===== config.mk =====
export PLATFORM = sky130hd
export DESIGN_NAME = apb_reg_bridge_flat
export DESIGN_NICKNAME = d
export VERILOG_FILES = /design/src/rtl/apb_reg_bridge_pkg.sv /design/src/rtl/apb_reg_bridge_if.sv /design/src/rtl/apb_reg_bridge_decode.sv /design/src/rtl/apb_reg_bridge.sv /design/src/flat_wrapper.sv
export SDC_FILE = /design/constraint.sdc
export NUM_CORES = 1
export LEC_CHECK = 0
export ABC_AREA = 1
export BUFFER_PORTS_ARGS = -buffer_cell sky130_fd_sc_hd__buf_2
export CORE_UTILIZATION = 50
export DETAILED_ROUTE_END_ITERATION = 8
export PLACE_DENSITY_LB_ADDON = 0.25
export SETUP_SLACK_MARGIN = 0.05
export SYNTH_ARGS = -nofsm -noshare
export SYNTH_HDL_FRONTEND = slang
export SYNTH_SLANG_ARGS = --single-unit
export TNS_END_PERCENT = 1

===== constraint.sdc =====
create_clock -name i_PCLK -period 4.1 [get_ports i_PCLK]
set_input_delay 0.615 -clock i_PCLK [delete_from_list [all_inputs] [get_ports i_PCLK]]
set_output_delay 0.615 -clock i_PCLK [all_outputs]
set_load 0.01 [all_outputs]

===== src/rtl/apb_reg_bridge_pkg.sv =====
// Shared types and constants for the APB register bridge.
// Contents: FSM state enum, address field positions, wait-counter width and
// the latched per-transfer control word.
package apb_bridge_pkg;

   localparam int unsigned APB_IDX_LSB = 2;
   localparam int unsigned APB_IDX_W   = 4;
   localparam int unsigned APB_WIN_LSB = 6;
   localparam int unsigned APB_WAIT_W  = 4;

   typedef enum logic [1:0] {
      IDLE,
      ACCESS,
      WAIT,
      DONE
   } bridge_state_e;

   // Control captured at the setup sample and held for the whole transfer.
   typedef struct packed {
      logic                 write;
      logic                 hit;
      logic [APB_IDX_W-1:0] idx;
   } xfer_ctl_t;

endpackage


===== src/rtl/apb_reg_bridge_if.sv =====
// Bus bundle between the APB master side and the register bridge.
// APB side  : psel, penable, pwrite, paddr, pwdata -> pready, pslverr, prdata
// Peripheral: base_addr, rdata -> wr, dr, wdata
// Modports  : master (system bus + peripheral model), slave (bridge).
interface apb_reg_bridge_if #(
   parameter int unsigned DATA_W = 8,
   parameter int unsigned ADDR_W = 16,
   parameter int unsigned N_REGS = 4
) ();
   import apb_bridge_pkg::*;

   logic                          psel;
   logic                          penable;
   logic                          pwrite;
   logic [ADDR_W-1:0]             paddr;
   logic [DATA_W-1:0]             pwdata;
   logic                          pready;
   logic                          pslverr;
   logic [DATA_W-1:0]             prdata;
   logic [ADDR_W-APB_WIN_LSB-1:0] base_addr;
   logic [N_REGS*DATA_W-1:0]      rdata;
   logic [N_REGS-1:0]             wr;
   logic [N_REGS-1:0]             dr;
   logic [DATA_W-1:0]             wdata;

   modport master (
      output psel, penable, pwrite, paddr, pwdata, base_addr, rdata,
      input  pready, pslverr, prdata, wr, dr, wdata
   );

   modport slave (
      input  psel, penable, pwrite, paddr, pwdata, base_addr, rdata,
      output pready, pslverr, prdata, wr, dr, wdata
   );

endinterface


===== src/rtl/apb_reg_bridge_decode.sv =====
// Combinational window/index decode for the register bridge.
// Ports: paddr (byte address), base_addr (window base) -> hit_c, idx_c.
// hit_c is set when the window matches and the index names an implemented register.
module apb_reg_decode
   import apb_bridge_pkg::*;
#(
   parameter int unsigned ADDR_W = 16,
   parameter int unsigned N_REGS = 4
) (
   input  logic [ADDR_W-1:0]             paddr,
   input  logic [ADDR_W-APB_WIN_LSB-1:0] base_addr,
   output logic                          hit_c,
   output logic [APB_IDX_W-1:0]          idx_c
);

   // Byte-lane bits carry no meaning for word registers.
   logic unused_lsbs;
   assign unused_lsbs = ^paddr[APB_IDX_LSB-1:0];

   assign idx_c = paddr[APB_IDX_LSB +: APB_IDX_W];
   assign hit_c = (paddr[ADDR_W-1:APB_WIN_LSB] == base_addr) && (32'(idx_c) < N_REGS);

endmodule


===== src/rtl/apb_reg_bridge.sv =====
// APB3 slave front-end decoding a base-addressed window of up to 16 word registers.
// Ports: i_PCLK, i_PRESETn (async, active-low), bus (apb_reg_bridge_if.slave).
// Emits one-cycle one-hot write/read strobes, a registered read-data mux and
// PREADY after WAIT_CYCLES extra wait states. All outputs are registered.
// Build option: define APB_BRIDGE_PSLVERR_EN to flag misses on pslverr;
// otherwise pslverr stays 0 and misses complete silently.
module apb_reg_bridge
   import apb_bridge_pkg::*;
#(
   parameter int unsigned DATA_W      = 8,
   parameter int unsigned ADDR_W      = 16,
   parameter int unsigned N_REGS      = 4,
   parameter int unsigned WAIT_CYCLES = 0
) (
   input  logic            i_PCLK,
   input  logic            i_PRESETn,
   apb_reg_bridge_if.slave bus
);

   bridge_state_e         state_q, state_nx;
   xfer_ctl_t             ctl_q, ctl_nx;
   logic [APB_WAIT_W-1:0] cnt_q, cnt_nx;

   logic                  pready_q, pready_nx;
   logic                  pslverr_q, pslverr_nx;
   logic [DATA_W-1:0]     prdata_q, prdata_nx;
   logic [DATA_W-1:0]     wdata_q, wdata_nx;
   logic [N_REGS-1:0]     wr_q, wr_nx;
   logic [N_REGS-1:0]     dr_q, dr_nx;

   logic                  hit_c;
   logic [APB_IDX_W-1:0]  idx_c;
   logic                  setup_c;
   logic                  latch_c;
   logic                  enter_done_c;
   logic [DATA_W-1:0]     rd_sel_c;

   apb_reg_decode #(
      .ADDR_W (ADDR_W),
      .N_REGS (N_REGS)
   ) u_decode (
      .paddr     (bus.paddr),
      .base_addr (bus.base_addr),
      .hit_c     (hit_c),
      .idx_c     (idx_c)
   );

   assign setup_c = bus.psel & ~bus.penable;

   // Read-data mux over the implemented registers only.
   always_comb begin
      rd_sel_c = '0;
      for (int unsigned k = 0; k < N_REGS; k++) begin
         if (ctl_q.idx == APB_IDX_W'(k)) begin
            rd_sel_c = bus.rdata[k*DATA_W +: DATA_W];
         end
      end
   end

   // Next state and next registered outputs.
   always_comb begin
      state_nx     = state_q;
      ctl_nx       = ctl_q;
      cnt_nx       = cnt_q;
      wdata_nx     = wdata_q;
      pready_nx    = 1'b0;
      pslverr_nx   = 1'b0;
      prdata_nx    = '0;
      wr_nx        = '0;
      dr_nx        = '0;
      latch_c      = 1'b0;
      enter_done_c = 1'b0;

      unique case (state_q)
         IDLE: begin
            if (setup_c) begin
               state_nx = ACCESS;
               latch_c  = 1'b1;
            end
         end
         ACCESS: begin
            if (!bus.psel) begin
               state_nx = IDLE;
            end else if (bus.penable) begin
               if (WAIT_CYCLES > 0) begin
                  state_nx = WAIT;
                  cnt_nx   = APB_WAIT_W'(WAIT_CYCLES - 1);
               end else begin
                  state_nx     = DONE;
                  enter_done_c = 1'b1;
               end
            end
         end
         WAIT: begin
            if (!bus.psel) begin
               state_nx = IDLE;
            end else if (cnt_q == '0) begin
               state_nx     = DONE;
               enter_done_c = 1'b1;
            end else begin
               cnt_nx = cnt_q - APB_WAIT_W'(1);
            end
         end
         DONE: begin
            // A setup overlapping the completion cycle chains straight into ACCESS.
            if (setup_c) begin
               state_nx = ACCESS;
               latch_c  = 1'b1;
            end else begin
               state_nx = IDLE;
            end
         end
         default: state_nx = IDLE;
      endcase

      // Setup sample: capture the transfer and fire the read strobe into ACCESS.
      if (latch_c) begin
         ctl_nx.write = bus.pwrite;
         ctl_nx.hit   = hit_c;
         ctl_nx.idx   = idx_c;
         wdata_nx     = bus.pwdata;
         if (hit_c && !bus.pwrite) begin
            dr_nx = N_REGS'(1) << idx_c;
         end
      end

      // Completion: ready, write strobe and read data all land in DONE.
      if (enter_done_c) begin
         pready_nx = 1'b1;
         if (ctl_q.hit && ctl_q.write) begin
            wr_nx = N_REGS'(1) << ctl_q.idx;
         end
         if (ctl_q.hit && !ctl_q.write) begin
            prdata_nx = rd_sel_c;
         end
`ifdef APB_BRIDGE_PSLVERR_EN
         pslverr_nx = ~ctl_q.hit;
`else
         pslverr_nx = 1'b0;
`endif
      end
   end

   // State and output registers.
   always_ff @(posedge i_PCLK or negedge i_PRESETn) begin
      if (!i_PRESETn) begin
         state_q   <= IDLE;
         ctl_q     <= '0;
         cnt_q     <= '0;
         pready_q  <= 1'b0;
         pslverr_q <= 1'b0;
         prdata_q  <= '0;
         wdata_q   <= '0;
         wr_q      <= '0;
         dr_q      <= '0;
      end else begin
         state_q   <= state_nx;
         ctl_q     <= ctl_nx;
         cnt_q     <= cnt_nx;
         pready_q  <= pready_nx;
         pslverr_q <= pslverr_nx;
         prdata_q  <= prdata_nx;
         wdata_q   <= wdata_nx;
         wr_q      <= wr_nx;
         dr_q      <= dr_nx;
      end
   end

   assign bus.pready  = pready_q;
   assign bus.pslverr = pslverr_q;
   assign bus.prdata  = prdata_q;
   assign bus.wdata   = wdata_q;
   assign bus.wr      = wr_q;
   assign bus.dr      = dr_q;

endmodule


===== src/flat_wrapper.sv =====
// flat-port wrapper written by rule: the top's interface ports become plain ports
module apb_reg_bridge_flat import apb_bridge_pkg::*;
#(
   parameter int unsigned DATA_W      = 8,
   parameter int unsigned ADDR_W      = 16,
   parameter int unsigned N_REGS      = 4,
   parameter int unsigned WAIT_CYCLES = 0
)
  (i_PCLK, i_PRESETn, bus_psel, bus_penable, bus_pwrite, bus_paddr, bus_pwdata, bus_base_addr, bus_rdata, bus_pready, bus_pslverr, bus_prdata, bus_wr, bus_dr, bus_wdata);
  apb_reg_bridge_if #(.DATA_W(DATA_W), .ADDR_W(ADDR_W), .N_REGS(N_REGS)) bus_i ();
  input  logic i_PCLK;
  input  logic i_PRESETn;
  input wire logic [$bits(bus_i.psel)-1:0] bus_psel;
  input wire logic [$bits(bus_i.penable)-1:0] bus_penable;
  input wire logic [$bits(bus_i.pwrite)-1:0] bus_pwrite;
  input wire logic [$bits(bus_i.paddr)-1:0] bus_paddr;
  input wire logic [$bits(bus_i.pwdata)-1:0] bus_pwdata;
  input wire logic [$bits(bus_i.base_addr)-1:0] bus_base_addr;
  input wire logic [$bits(bus_i.rdata)-1:0] bus_rdata;
  output wire logic [$bits(bus_i.pready)-1:0] bus_pready;
  output wire logic [$bits(bus_i.pslverr)-1:0] bus_pslverr;
  output wire logic [$bits(bus_i.prdata)-1:0] bus_prdata;
  output wire logic [$bits(bus_i.wr)-1:0] bus_wr;
  output wire logic [$bits(bus_i.dr)-1:0] bus_dr;
  output wire logic [$bits(bus_i.wdata)-1:0] bus_wdata;
  assign bus_i.psel = bus_psel;
  assign bus_i.penable = bus_penable;
  assign bus_i.pwrite = bus_pwrite;
  assign bus_i.paddr = bus_paddr;
  assign bus_i.pwdata = bus_pwdata;
  assign bus_i.base_addr = bus_base_addr;
  assign bus_i.rdata = bus_rdata;
  assign bus_pready = bus_i.pready;
  assign bus_pslverr = bus_i.pslverr;
  assign bus_prdata = bus_i.prdata;
  assign bus_wr = bus_i.wr;
  assign bus_dr = bus_i.dr;
  assign bus_wdata = bus_i.wdata;
  apb_reg_bridge #(.DATA_W(DATA_W), .ADDR_W(ADDR_W), .N_REGS(N_REGS), .WAIT_CYCLES(WAIT_CYCLES)) u_core (.i_PCLK(i_PCLK), .i_PRESETn(i_PRESETn), .bus(bus_i));
endmodule

== Yosys cells after proc, flatten, opt, wreduce, memory -nomap -nowiden ==
Index checks and enable logic that the tools add are counted.
Cells by class
  magnitude comparators: 1
  mux-type cells: 25
  bitwise logic cells: 3
  multipliers: 0
  reductions and logical operators: 12
  shifts and indexed selects: 2
  equality and inequality tests: 10
  $add $sub $neg: 1
  divide/modulo/power cells: 0
Operator list (count)
  two-way mux 8 bit: 6
  two-way mux 4 bit: 4
  == test 10 bit: 1
  two-way mux 2 bit: 5
  == test 4 x 2 -> 1 bit (second input constant): 2
  logical NOT 4 bit: 2
  two-way mux 1 bit: 8
  one-hot mux 2 bit (4 select lines): 1
  << shifter 1 x 4 -> 4 bit (first input constant): 2
  AND reduction 3 bit: 2
  == test 2 bit (second input constant): 2
  == test 4 x 1 -> 1 bit (second input constant): 1
  logical AND 1 bit: 4
  < comparator 4 x 3 -> 1 bit (second input constant): 1
  subtractor 4 x 1 -> 4 bit (second input constant): 1
  inequality test 3 x 2 -> 1 bit (second input constant): 1
  inequality test 3 bit (second input constant): 1
  == test 2 x 1 -> 1 bit (second input constant): 1
  logical NOT 1 bit: 2
  logical NOT 2 bit: 1
  inequality test 2 x 1 -> 1 bit (second input constant): 1
  NOT 1 bit: 2
  one-hot mux 1 bit (2 select lines): 1
  OR reduction 2 bit: 1
  AND 1 bit: 1
Storage, ports and cells
  ROM bits: 0
  output and inout port bits: 26
  memories kept: 0
  flip-flop bits (word level): 37
  word-level logic and storage cells: 64
  bits in writable memories: 0
  bits in latches: 0
  input port bits: 71

== Longest topological paths before layout ==
  word-level depth: 7
  gate-level depth with buffers: 8
  depth with buffers taken out: 8

== Hierarchy ==
A second synthesis with hierarchy kept.
Unflattened totals
  cells, all modules: 294
  area total of the unflattened synthesis: 2198.4 sq um
Modules (own cells, without submodules)
  apb_reg_bridge: area each 1966.9 sq um, instances 1, cells each 243, seq. area each 925.9 sq um
  apb_reg_decode: area each 231.5 sq um, instances 1, cells each 51, seq. area each 0.0 sq um

== Worst setup path before layout ==
Ideal clock, no wire load.
  path type: register -> register
  start: register u_core.state_q[0]
  end: register u_core.wdata_q[0] (netlist: u_core.bus.wdata[0])
  cell stages (with the launch flop): 6
  slack: 2550 ps
  required time: 3975 ps
  arrival: 1425 ps
  clock period less this slack: 1550 ps
  buffers on the path: 1
  setup time: 125 ps
  cells stage by stage: dfrtp_1 inv_1 ha_1 or2_1 buf_6 mux2_4
Between the ends
  cells in the longest elaborated chain, start to end: 3
  elaborated cells between the ends (all ways): 4
  classes of those cells: eq/ne (1); mux (1); reduce/logical (2)
RTL lines
  start: declaration: RTL line apb_reg_bridge.sv:20  | bridge_state_e state_q, state_nx;
  start signal: assignment: RTL line apb_reg_bridge.sv:157  | state_q <= state_nx;
  == test 2 bit / logical NOT 2 bit (equally long branches): RTL line apb_reg_bridge.sv:74  | unique case (state_q)
  OR reduction 2 bit (no line) *
  two-way mux 1 bit *
  end signal: assignment: RTL line apb_reg_bridge.sv:163  | wdata_q <= wdata_nx;
  end: declaration: RTL line apb_reg_bridge.sv:27  | logic [DATA_W-1:0] wdata_q, wdata_nx;
Mark *: on every way between the ends. The rest lies on a longest branch, timed or not.
A chain may end at the register's enable or synchronous reset.

== Worst setup path after layout ==
  start: register u_core.state_q[1]
  end: register u_core.wdata_q[2] (netlist: u_core.bus.wdata[2])
Same word-level chain as after synthesis.

==> impl_metrics.yaml <==
logic_synthesis:
  synth_seq_cells: 37
  post_synth_instance_area_um2: 2080
  netlist_instances: 258
  synth_cell_types: 27
  synth_net_count: 336
  yosysWarningCount: 0
  syn-mean-instance-area_um2: 8.06
  seq_area_frac_synth: 0.445
sta:
  slew_hr: 0.357
  clock_skew_ps: 8.71
  max_freq_mhz: 497
  timing.final.setup_violations: 0
  post-route-min-period_ps: 2010
  slew_of_the_pin_with_the_lowest_slew_margin_ps: 964
  finalSetupTns_ps: 0
  layout_worst_path_cycle_share: 0.491
  drv_slew: 0
  final.setup.worst_slack_ps: 2090
  hold_viol: 0
  grt_setup_unrepaired: "no"
place:
  place_congestion: 0.747
  dp_worst_setup_slack_ps: 1980
  dpl.hpwl_um: 3320
  io_buffers: 93
layout:
  finalNetCount: 432
  post_route_cells_drive_above_1_share: 0.346
  fin_util: 0.665
  antenna-diode-count: 0
  syn2layout_area_growth_pct: 28.0
floorplanning:
  starting_utilization_of_the_core_area: 0.520
  core_area_um2: 4000
  top_level_ports: 97
  die-width_um: 66.5
  overall_die_area_um2: 4420
  die_h_um: 66.5
  row_count: 23
power:
  power.density_cell_area_nw_per_um2: 470
  p_leak_nw: 1.55
  irDropWorstVdd_v: 0.000228
  post-layout-total-power_mw: 1.25
global_routing:
  grt_usage: 0.197
  grt_pass1_wl_um: 6470
  maximum_number_of_pins_on_one_net_before_global_route_repair: 38
  vias_in_the_first_global_route: 1627
  antenna_violations_before_repair: 0
  overflow: 0
detailed_routing:
  first_iter_violations: 117
  drt_pre_antenna_iters: 6
  vias_per_cell: 4.66
  postRouteAntennaNets: 0
  wire_length_reported_by_the_detailed_router_um: 4140
  wl_per_cell_um: 10.2
  vias: 1889
  drt_drc_violations_left: 2
worst_setup_path:
  cp.required_ps: 4270
  timing.critical_path.fanout_max: 20
  reg_to_reg_startpoint: "u_core.state_q[1]"
  rr_worst_depth: 4
  crit_arrival_ps: 2180
  end_kind: "register"
  worstSetupStartpointType: "register"
  worst-setup-path-type: "reg2reg"
  r2r_setup_slack_ps: 2090
  timing.rr.end: "u_core.bus.wdata[2]"
clocking:
  cts.reportedPaths.clkPinSlew_ps: 70
  cts_htree_levels: 2
  cts.repair.resized: 0
  number_of_buffers_added_to_fix_hold_violations_after_cts: 0
  cts-buffers-inserted: 5
  cts_tree: "built"
  worstSkewPairLatency_ps: 280
  post-cts-setup-buffers: 0
  cts_root_buffer: "sky130_fd_sc_hd__clkbuf_8"
  clkSinkCount: 37
  maximum_buffer_depth_of_the_clock_tree: 2
run_status:
  violated_checks: "DRC"
  run_status: "complete, but fails checks"
job:
  max-cap-violations: 0
min_path:
  holdCritPathClass: "in2async"
critical path: stages (launching register included):
cell,delay (ps)
sky130_fd_sc_hd__dfrtp_1,400
sky130_fd_sc_hd__inv_1,100
sky130_fd_sc_hd__ha_1,290
sky130_fd_sc_hd__or2_1,740
sky130_fd_sc_hd__mux2_4,360
cell families (layout without fill, tap and decap cells):
group                      count (synthesis)  in the layout  share of synthesized area
AOI/OAI and AO/OA                         24             24                     0.0584
adders and majority gates                  7              7                     0.0421
xor gates and xnor gates                   3              3                     0.0126
muxes                                      8              8                     0.0578
and+or+nand+nor                          127            127                      0.283
DFF                                       37             37                      0.445
other                                      1              1                    0.00180
buffers and inverters                     51            148                     0.0987
per-layer routing:
metal / GRT usage / up-vias / wire, um
met3: 0.0634 / 0 / 211
met2: 0.366 / 56 / 2170
met4: 0.0638 / 0 / 0
met5: 0 / - / 0
met1: 0.207 / 849 / 1760
li1: - / 984 / -
sequential cells by signal (all words and copies together), names as in the netlist:
register,count
u_core.bus.prdata,8
u_core.bus.wdata,8
u_core.ctl_q,6
u_core.bus.dr,4
u_core.bus.wr,4
u_core.cnt_q,4
u_core.state_q,2
u_core.bus.pready,1
area by class of cell:
| class | instances | area [um^2] |
|---|---|---|
| clock buffer | 6 | 72.6 |
| clock inverter | 2 | 10.0 |
| fill | 353 | 1340 |
| inverter | 47 | 176 |
| multi-input combinational | 170 | 948 |
| sequential | 37 | 926 |
| tap | 50 | 62.6 |
| timing repair buffer | 93 | 465 |
worst max-delay path by stage:
stage	endpoint	startpoint	depth (start not counted)	slack (ps)
finish	u_core.bus.wdata[2]	u_core.state_q[1]	4	2090
global route	u_core.bus.wdata[5]	u_core.state_q[0]	4	1980
CTS	u_core.bus.wdata[2]	u_core.state_q[1]	4	2060
detailed placement	u_core.bus.wdata[2]	bus_penable	5	1980
global placement	u_core.bus.wdata[7]	bus_psel	4	2040
floorplan	u_core.bus.wdata[0]	u_core.state_q[0]	5	2550
synth_stat cells:
library cell               number  share of area
sky130_fd_sc_hd__nand2_1       51          0.092
sky130_fd_sc_hd__nand3_1       19          0.046
sky130_fd_sc_hd__or2_0          1         0.0030
sky130_fd_sc_hd__o22ai_1        1         0.0030
sky130_fd_sc_hd__nand3_2        1         0.0048
sky130_fd_sc_hd__xor2_1         3          0.013
sky130_fd_sc_hd__mux2_4         8          0.058
sky130_fd_sc_hd__nor2_4         4          0.022
sky130_fd_sc_hd__dfrtp_1       37           0.45
sky130_fd_sc_hd__conb_1         1         0.0018
sky130_fd_sc_hd__nand4_1        3         0.0090
sky130_fd_sc_hd__nand2_2        1         0.0030
sky130_fd_sc_hd__ha_1           7          0.042
sky130_fd_sc_hd__a21oi_1       12          0.029
sky130_fd_sc_hd__buf_2          2         0.0048
sky130_fd_sc_hd__buf_6          1         0.0054
sky130_fd_sc_hd__nor2_1        35          0.063
sky130_fd_sc_hd__o21ai_0       10          0.024
sky130_fd_sc_hd__nor3_4         1         0.0078
sky130_fd_sc_hd__buf_4          1         0.0036
sky130_fd_sc_hd__o21ai_1        1         0.0024
sky130_fd_sc_hd__nor2_2         1         0.0030
sky130_fd_sc_hd__nor3_1         1         0.0024
sky130_fd_sc_hd__inv_1         47          0.085
sky130_fd_sc_hd__or2_2          7          0.021
sky130_fd_sc_hd__or2_1          1         0.0030
sky130_fd_sc_hd__nand3b_1       1         0.0036
metrics by stage:
| stage | area [um^2] | std cells | hold slack [ps] |
|---|---|---|---|
| 6_report | 2660 | 405 | 399 |
| 5_1_grt | 2660 | 405 | 464 |
| 4_1_cts | 2660 | 405 | 429 |
| 3_5_place_dp | 2580 | 397 | 471 |
| 3_3_place_gp | 2580 | 397 | 459 |
| 2_1_floorplan | 2080 | 258 | 319 |
report_power, final:
group          leakage (nW)  switching, mW  internal [mW]  total [mW]
Sequential            0.471         0.0793          0.458       0.537
Combinational          1.03          0.257          0.219       0.477
Clock                0.0450          0.119          0.118       0.237
Total                  1.55          0.456          0.795        1.25
cells in the final DEF, fill, tap and decap left out, types with 3 or more instances in the layout:
| master | n |
|---|---|
| sky130_fd_sc_hd__inv_1 | 47 |
| sky130_fd_sc_hd__buf_2 | 93 |
| sky130_fd_sc_hd__nand4_1 | 3 |
| sky130_fd_sc_hd__o21ai_0 | 10 |
| sky130_fd_sc_hd__a21oi_1 | 12 |
| sky130_fd_sc_hd__mux2_4 | 8 |
| sky130_fd_sc_hd__nand3_1 | 19 |
| sky130_fd_sc_hd__xor2_1 | 3 |
| sky130_fd_sc_hd__ha_1 | 7 |
| sky130_fd_sc_hd__or2_2 | 7 |
| sky130_fd_sc_hd__nand2_1 | 51 |
| sky130_fd_sc_hd__clkbuf_8 | 5 |
| sky130_fd_sc_hd__dfrtp_1 | 37 |
| sky130_fd_sc_hd__nor2_4 | 4 |
| sky130_fd_sc_hd__nor2_1 | 35 |
Note: power is estimated with default switching activity, not from simulation.
